**config.mk**
```make
export PLATFORM = sky130hd
export DESIGN_NAME = accum8_ctrl_flat
export DESIGN_NICKNAME = d
export VERILOG_FILES = /design/src/rtl/accum8_ctrl_if.sv /design/src/rtl/accum8_ctrl.sv /design/src/flat_wrapper.sv
export SDC_FILE = /design/constraint.sdc
export NUM_CORES = 1
export LEC_CHECK = 0
export CORE_MARGIN = 10
export CORE_UTILIZATION = 43
export DETAILED_ROUTE_END_ITERATION = 8
export PLACE_DENSITY = 0.86
export SETUP_SLACK_MARGIN = 0.02
export SLEW_MARGIN = 20
export SYNTH_ARGS = -nofsm -noshare
export SYNTH_HDL_FRONTEND = slang
export SYNTH_SLANG_ARGS = --single-unit
```
**constraint.sdc**
```tcl
create_clock -name clk -period 3.4 [get_ports clk]
set_input_delay 1.02 -clock clk [delete_from_list [all_inputs] [get_ports clk]]
set_output_delay 1.02 -clock clk [all_outputs]
set_load 0.02 [all_outputs]
```
**src/rtl/accum8_ctrl_if.sv**
```systemverilog
// accum8_ctrl_if: bundle for the accumulator front-end.
// Carries the operand handshake, the adder connection (A/B/Cin out, S/Cout in)
// and the result handshake. The slave side is the accum8_ctrl block; the
// master side is whatever feeds operands, hosts the adder and takes results.
interface accum8_ctrl_if #(
    parameter int CNT_W = 4
);
    // Frame control and operand stream
    logic             start;
    logic             din_valid;
    logic [7:0]       din;
    logic             din_ready;

    // Connection to the external 8-bit ripple-carry adder
    logic [7:0]       add_a;
    logic [7:0]       add_b;
    logic             add_cin;
    logic [7:0]       add_s;
    logic             add_cout;

    // Result and status
    logic [7:0]       acc;
    logic [CNT_W-1:0] ovf_cnt;
    logic             result_valid;
    logic             result_ready;
    logic             busy;

    modport slave (
        input  start, din_valid, din, add_s, add_cout, result_ready,
        output din_ready, add_a, add_b, add_cin, acc, ovf_cnt, result_valid, busy
    );

    modport master (
        output start, din_valid, din, add_s, add_cout, result_ready,
        input  din_ready, add_a, add_b, add_cin, acc, ovf_cnt, result_valid, busy
    );
endinterface

```
**src/rtl/accum8_ctrl.sv**
```systemverilog
// accum8_ctrl: sequential front-end and result stage for an external 8-bit
// ripple-carry adder. Accepts N_OPS operand bytes per frame, feeds each one to
// the adder's A input with the running accumulator on B, registers the sum and
// counts carry-outs, then presents the final accumulator and carry count on a
// result handshake.
//
// Build option: define ACCUM8_SAT_EN to make the accumulator saturate at 8'hFF
// instead of wrapping modulo 256. Ports and timing are the same either way.
module accum8_ctrl #(
    parameter int N_OPS = 4,
    parameter int CNT_W = 4
) (
    input  logic          clk,
    input  logic          rst,
    accum8_ctrl_if.slave  bus
);

    typedef enum logic [1:0] {
        ST_IDLE  = 2'd0,
        ST_ACCUM = 2'd1,
        ST_DONE  = 2'd2
    } state_t;

    // Operand index of the final operand of a frame, in op_cnt's width
    localparam logic [7:0]       LAST_OP = 8'(N_OPS - 1);
    localparam logic [CNT_W-1:0] OVF_MAX = '1;
    localparam logic [7:0]       ACC_MAX = 8'hFF;

    state_t           state_reg;
    state_t           state_next;
    logic [7:0]       acc_reg;
    logic [7:0]       acc_next;
    logic [CNT_W-1:0] ovf_cnt_reg;
    logic [CNT_W-1:0] ovf_cnt_next;
    logic [7:0]       op_cnt_reg;
    logic [7:0]       op_cnt_next;

    logic             din_ready_next;
    logic             result_valid_next;
    logic             busy_next;

    logic             accept;
    logic             last_accept;
    logic             frame_start;
    logic [7:0]       sum_sel;

    // An operand is taken only while accumulating; din_ready is 1 exactly there
    assign accept      = (state_reg == ST_ACCUM) && bus.din_valid;
    assign last_accept = accept && (op_cnt_reg == LAST_OP);
    assign frame_start = (state_reg == ST_IDLE) && bus.start;

    // Value loaded into the accumulator on an accept
`ifdef ACCUM8_SAT_EN
    // Saturating: once a carry is seen (or acc already pinned) stay at 255
    assign sum_sel = (bus.add_cout || (acc_reg == ACC_MAX)) ? ACC_MAX : bus.add_s;
`else
    // Wrapping: the adder's 8-bit sum is the modulo-256 result
    assign sum_sel = bus.add_s;
`endif

    // State register
    always_ff @(posedge clk) begin
        if (rst) begin
            state_reg <= ST_IDLE;
        end else begin
            state_reg <= state_next;
        end
    end

    // Next-state and handshake outputs
    always_comb begin
        state_next        = state_reg;
        din_ready_next    = 1'b0;
        result_valid_next = 1'b0;
        busy_next         = 1'b1;
        case (state_reg)
            ST_IDLE: begin
                busy_next = 1'b0;
                if (bus.start) begin
                    state_next = ST_ACCUM;
                end
            end
            ST_ACCUM: begin
                din_ready_next = 1'b1;
                if (last_accept) begin
                    state_next = ST_DONE;
                end
            end
            ST_DONE: begin
                // start is deliberately not looked at here; a new frame
                // needs start while in IDLE
                result_valid_next = 1'b1;
                if (bus.result_ready) begin
                    state_next = ST_IDLE;
                end
            end
            default: begin
                busy_next  = 1'b0;
                state_next = ST_IDLE;
            end
        endcase
    end

    // Datapath next values: clear on frame start, update on each accept
    always_comb begin
        acc_next     = acc_reg;
        ovf_cnt_next = ovf_cnt_reg;
        op_cnt_next  = op_cnt_reg;
        if (frame_start) begin
            acc_next     = 8'd0;
            ovf_cnt_next = '0;
            op_cnt_next  = 8'd0;
        end else if (accept) begin
            acc_next    = sum_sel;
            op_cnt_next = op_cnt_reg + 8'd1;
            if (bus.add_cout && (ovf_cnt_reg != OVF_MAX)) begin
                ovf_cnt_next = ovf_cnt_reg + 1'b1;
            end
        end
    end

    // Datapath registers; reset discards any partial frame
    always_ff @(posedge clk) begin
        if (rst) begin
            acc_reg     <= 8'd0;
            ovf_cnt_reg <= '0;
            op_cnt_reg  <= 8'd0;
        end else begin
            acc_reg     <= acc_next;
            ovf_cnt_reg <= ovf_cnt_next;
            op_cnt_reg  <= op_cnt_next;
        end
    end

    // Adder hookup: operand on A, running accumulator on B, no carry-in
    assign bus.add_a   = bus.din;
    assign bus.add_b   = acc_reg;
    assign bus.add_cin = 1'b0;

    // Status and result outputs
    assign bus.acc          = acc_reg;
    assign bus.ovf_cnt      = ovf_cnt_reg;
    assign bus.din_ready    = din_ready_next;
    assign bus.result_valid = result_valid_next;
    assign bus.busy         = busy_next;

endmodule

```
**src/flat_wrapper.sv**
```systemverilog
// flat-port wrapper written by rule: the top's interface ports become plain ports
module accum8_ctrl_flat 
#(
    parameter int N_OPS = 4,
    parameter int CNT_W = 4
)
  (clk, rst, bus_start, bus_din_valid, bus_din, bus_add_s, bus_add_cout, bus_result_ready, bus_din_ready, bus_add_a, bus_add_b, bus_add_cin, bus_acc, bus_ovf_cnt, bus_result_valid, bus_busy);
  accum8_ctrl_if #(.CNT_W(CNT_W)) bus_i ();
  input  logic clk;
  input  logic rst;
  input wire logic [$bits(bus_i.start)-1:0] bus_start;
  input wire logic [$bits(bus_i.din_valid)-1:0] bus_din_valid;
  input wire logic [$bits(bus_i.din)-1:0] bus_din;
  input wire logic [$bits(bus_i.add_s)-1:0] bus_add_s;
  input wire logic [$bits(bus_i.add_cout)-1:0] bus_add_cout;
  input wire logic [$bits(bus_i.result_ready)-1:0] bus_result_ready;
  output wire logic [$bits(bus_i.din_ready)-1:0] bus_din_ready;
  output wire logic [$bits(bus_i.add_a)-1:0] bus_add_a;
  output wire logic [$bits(bus_i.add_b)-1:0] bus_add_b;
  output wire logic [$bits(bus_i.add_cin)-1:0] bus_add_cin;
  output wire logic [$bits(bus_i.acc)-1:0] bus_acc;
  output wire logic [$bits(bus_i.ovf_cnt)-1:0] bus_ovf_cnt;
  output wire logic [$bits(bus_i.result_valid)-1:0] bus_result_valid;
  output wire logic [$bits(bus_i.busy)-1:0] bus_busy;
  assign bus_i.start = bus_start;
  assign bus_i.din_valid = bus_din_valid;
  assign bus_i.din = bus_din;
  assign bus_i.add_s = bus_add_s;
  assign bus_i.add_cout = bus_add_cout;
  assign bus_i.result_ready = bus_result_ready;
  assign bus_din_ready = bus_i.din_ready;
  assign bus_add_a = bus_i.add_a;
  assign bus_add_b = bus_i.add_b;
  assign bus_add_cin = bus_i.add_cin;
  assign bus_acc = bus_i.acc;
  assign bus_ovf_cnt = bus_i.ovf_cnt;
  assign bus_result_valid = bus_i.result_valid;
  assign bus_busy = bus_i.busy;
  accum8_ctrl #(.N_OPS(N_OPS), .CNT_W(CNT_W)) u_core (.clk(clk), .rst(rst), .bus(bus_i));
endmodule
```
==> flow_metrics.tcl <==
set metrics [dict create \
    synth_area_mm2 0.00113 \
    fin_worst_skew_ns 0.00601 \
    post_synth_num_cell_types 31 \
    worst_slew_pin_slew_ns 0.612 \
    wirelength_um 2650 \
    critPathKind "flip-flop to primary output" \
    ant_nets 0 \
    wl_met1_um 1030 \
    fin_crit_sh 0.804 \
    max_freq_mhz 366 \
    vias 945 \
    multi_input_area_um2 529 \
    grt_pass1_wl_um 4580 \
    fin_setup_tns_ns 0 \
    worstPathArrival_ns 1.72 \
    min_period_ns 2.74 \
    hold_ws_ns 0.478 \
    slew_violations 0 \
    power_density_mw_per_mm2 560 \
    top_layer_used "met4" \
    synth_top_family_by_area "simple AND/OR/NAND/NOR gates" \
    first_pass_iters 4 \
    post_cts_buffers 0 \
    syn2layout_area_growth_pct 27.7 \
    grt_max_degree 21 \
    yosysWarnings 0 \
    port_buffers 36 \
    boundaryPins 54 \
    seq_area_frac_synth 0.390 \
    die_h_um 71.3 \
    wl_met3_um 268 \
    crit_required_ns 2.38 \
    final_core_util 0.577 \
    status "complete, no violations" \
    core_area_mm2 0.00250 \
    antenna_found_initial 0 \
    irDropWorstVdd_mv 0.452 \
    synth-compound-area-share 0.116 \
    wl_met2_um 1260 \
    rsz0062_at_grt "no" \
    synth.area.mux_share 0.00886 \
    fin_cells 183 \
    syn_area_per_cell_um2 8.49 \
    synth_xor_area_frac 0.0620 \
    finalWeightedCongestion 0.801 \
    p_leak_nw 0.525 \
    syn_nets 162 \
    clk_latency_ns 0.31 \
    cp-start-kind "flip-flop" \
    cts.htree.levels 1 \
    hold_viol 0 \
    reg2reg_depth 7 \
    cts_buffers 3 \
    die_x_um 71.3 \
    maxCapViolations 0 \
    cts-hold-fix-buffers 0 \
    cts.sinks 22 \
    rows 18 \
    wire_per_inst_um 14.5 \
    start_util 0.452 \
    grt_pass1_vias 977 \
    critical_path.max_fanout 5 \
    die_area_mm2 0.00508 \
    nets 183 \
    min_path_type "flip-flop to flip-flop" \
    grt_usage 0.106 \
    min_path_cells 2 \
    power.total_mw 0.808 \
    clkTransAtPathRegs_ns 0.12 \
    endpoint_kind "primary output" \
    grt-ovfl-total 0 \
    slew_headroom 0.592 \
    hpwl_um 2100 \
    syn_inst 133 \
    ys_seq_elements 22 \
    fillerInstances 229 \
    register_area_um2 440 \
    synth-simple-area-share 0.200 \
    layout-drive-gt1-share 0.0588 \
    post_cts_resized 0 \
    clk_path_buf_depth 2 \
    final-setup-viol-count 0 \
    drt_iter0_drc 51 \
    tritoncts "built" \
    drc 0 \
    placed_cells 179 \
    yosys.area_share.adder 0.0775 \
    vias_per_cell 5.16 \
    clockRootBuffer "clkbuf_4" \
    n_antenna_cell 0 \
]
layout make-up:
class                           instances  area share
Timing Repair Buffer                   37       0.255
Inverter                                4      0.0104
Clock buffer                            3      0.0156
Multi-Input combinational cell         86       0.367
Sequential cell                        22       0.305
Clock inverter                          1      0.0208
Tap cell                               30      0.0260
cells by family after synthesis:
| family | after synthesis |
|---|---|
| xor+xnor | 8 |
| compound gates | 21 |
| fa+ha+maj | 7 |
| simple gates | 48 |
| flops | 22 |
| buf+inv | 25 |
| other cells | 1 |
| mux | 1 |
power breakdown:
group / leakage (nW) / switching [mW] / total (mW) / internal, mW
Clock: 0.0279 / 0.0793 / 0.199 / 0.119
Combinational: 0.319 / 0.177 / 0.312 / 0.136
Sequential: 0.178 / 0.0179 / 0.297 / 0.279
synthesized netlist by cell type:
cell,number,share of area
nor2_1,9,0.030
dfxtp_1,22,0.39
buf_2,2,0.0089
o21ai_0,2,0.0089
o21ai_1,1,0.0044
nand2_1,22,0.073
inv_1,4,0.013
buf_4,17,0.11
nand3_2,1,0.0089
o41ai_2,1,0.014
nor3b_1,1,0.0066
o22a_1,1,0.0078
or3_1,1,0.0055
mux2i_1,1,0.0089
nand3_1,5,0.022
clkbuf_1,2,0.0066
xnor2_1,1,0.0078
nor3_1,1,0.0044
and3_2,1,0.0066
conb_1,1,0.0033
nand4_1,4,0.022
a31oi_1,1,0.0055
and3_1,1,0.0055
xor2_1,7,0.054
a21oi_1,12,0.053
o41a_1,1,0.010
o22ai_1,1,0.0055
and2_1,1,0.0055
a21o_1,1,0.0066
ha_1,7,0.078
or4_4,1,0.010
critical path, cell delays in order, from the launching register on:
cell and delay (ns):
dfxtp_1 0.35, inv_1 0.13, ha_1 0.29, clkdlybuf4s50_1 0.65
stage by stage:
stage          instance area, um2  setup slack [ns]
3_3_place_gp                 1390             0.848
2_1_floorplan                1130              1.23
6_report                     1440             0.665
4_1_cts                      1440             0.669
5_1_grt                      1440             0.598
3_5_place_dp                 1390             0.764
placed cells by master, fill, tap and decap left out:
cell             instances
ha_1                     7
clkbuf_4                 3
or4_4                    1
o21ai_1                  1
o41a_1                   1
nor2_1                   9
o22a_1                   1
and2_1                   1
bufinv_16                1
nand3_2                  1
conb_1                   1
nor3b_1                  1
and3_1                   1
a21o_1                   1
o41ai_2                  1
and3_2                   1
or3_1                    1
mux2i_1                  1
nand4_1                  4
nor3_1                   1
a31oi_1                  1
xor2_1                   7
dfxtp_1                 22
nand2_1                 22
o22ai_1                  1
nand3_1                  5
xnor2_1                  1
a21oi_1                 12
inv_1                    4
clkdlybuf4s50_1         36
o21ai_0                  2
buf_4                    1
final timing paths:
kind / start / endpoint / slack [ns]
worst max-delay path: u_core.state_reg[1] / bus_din_ready / 0.66
worst min-delay path: u_core.bus.acc[5] / u_core.bus.acc[5] / 0.48
worst max register to register: u_core.state_reg[1] / u_core.bus.ovf_cnt[3] / 1.50
worst min register to register: u_core.bus.acc[5] / u_core.bus.acc[5] / 0.48
per-layer routing:
metal	vias up	global-route usage
met1	430	0.107
met2	32	0.180
met5	-	0
li1	469	-
met4	0	0.0559
met3	14	0.0455
Note: power is estimated with default switching activity, not from simulation.
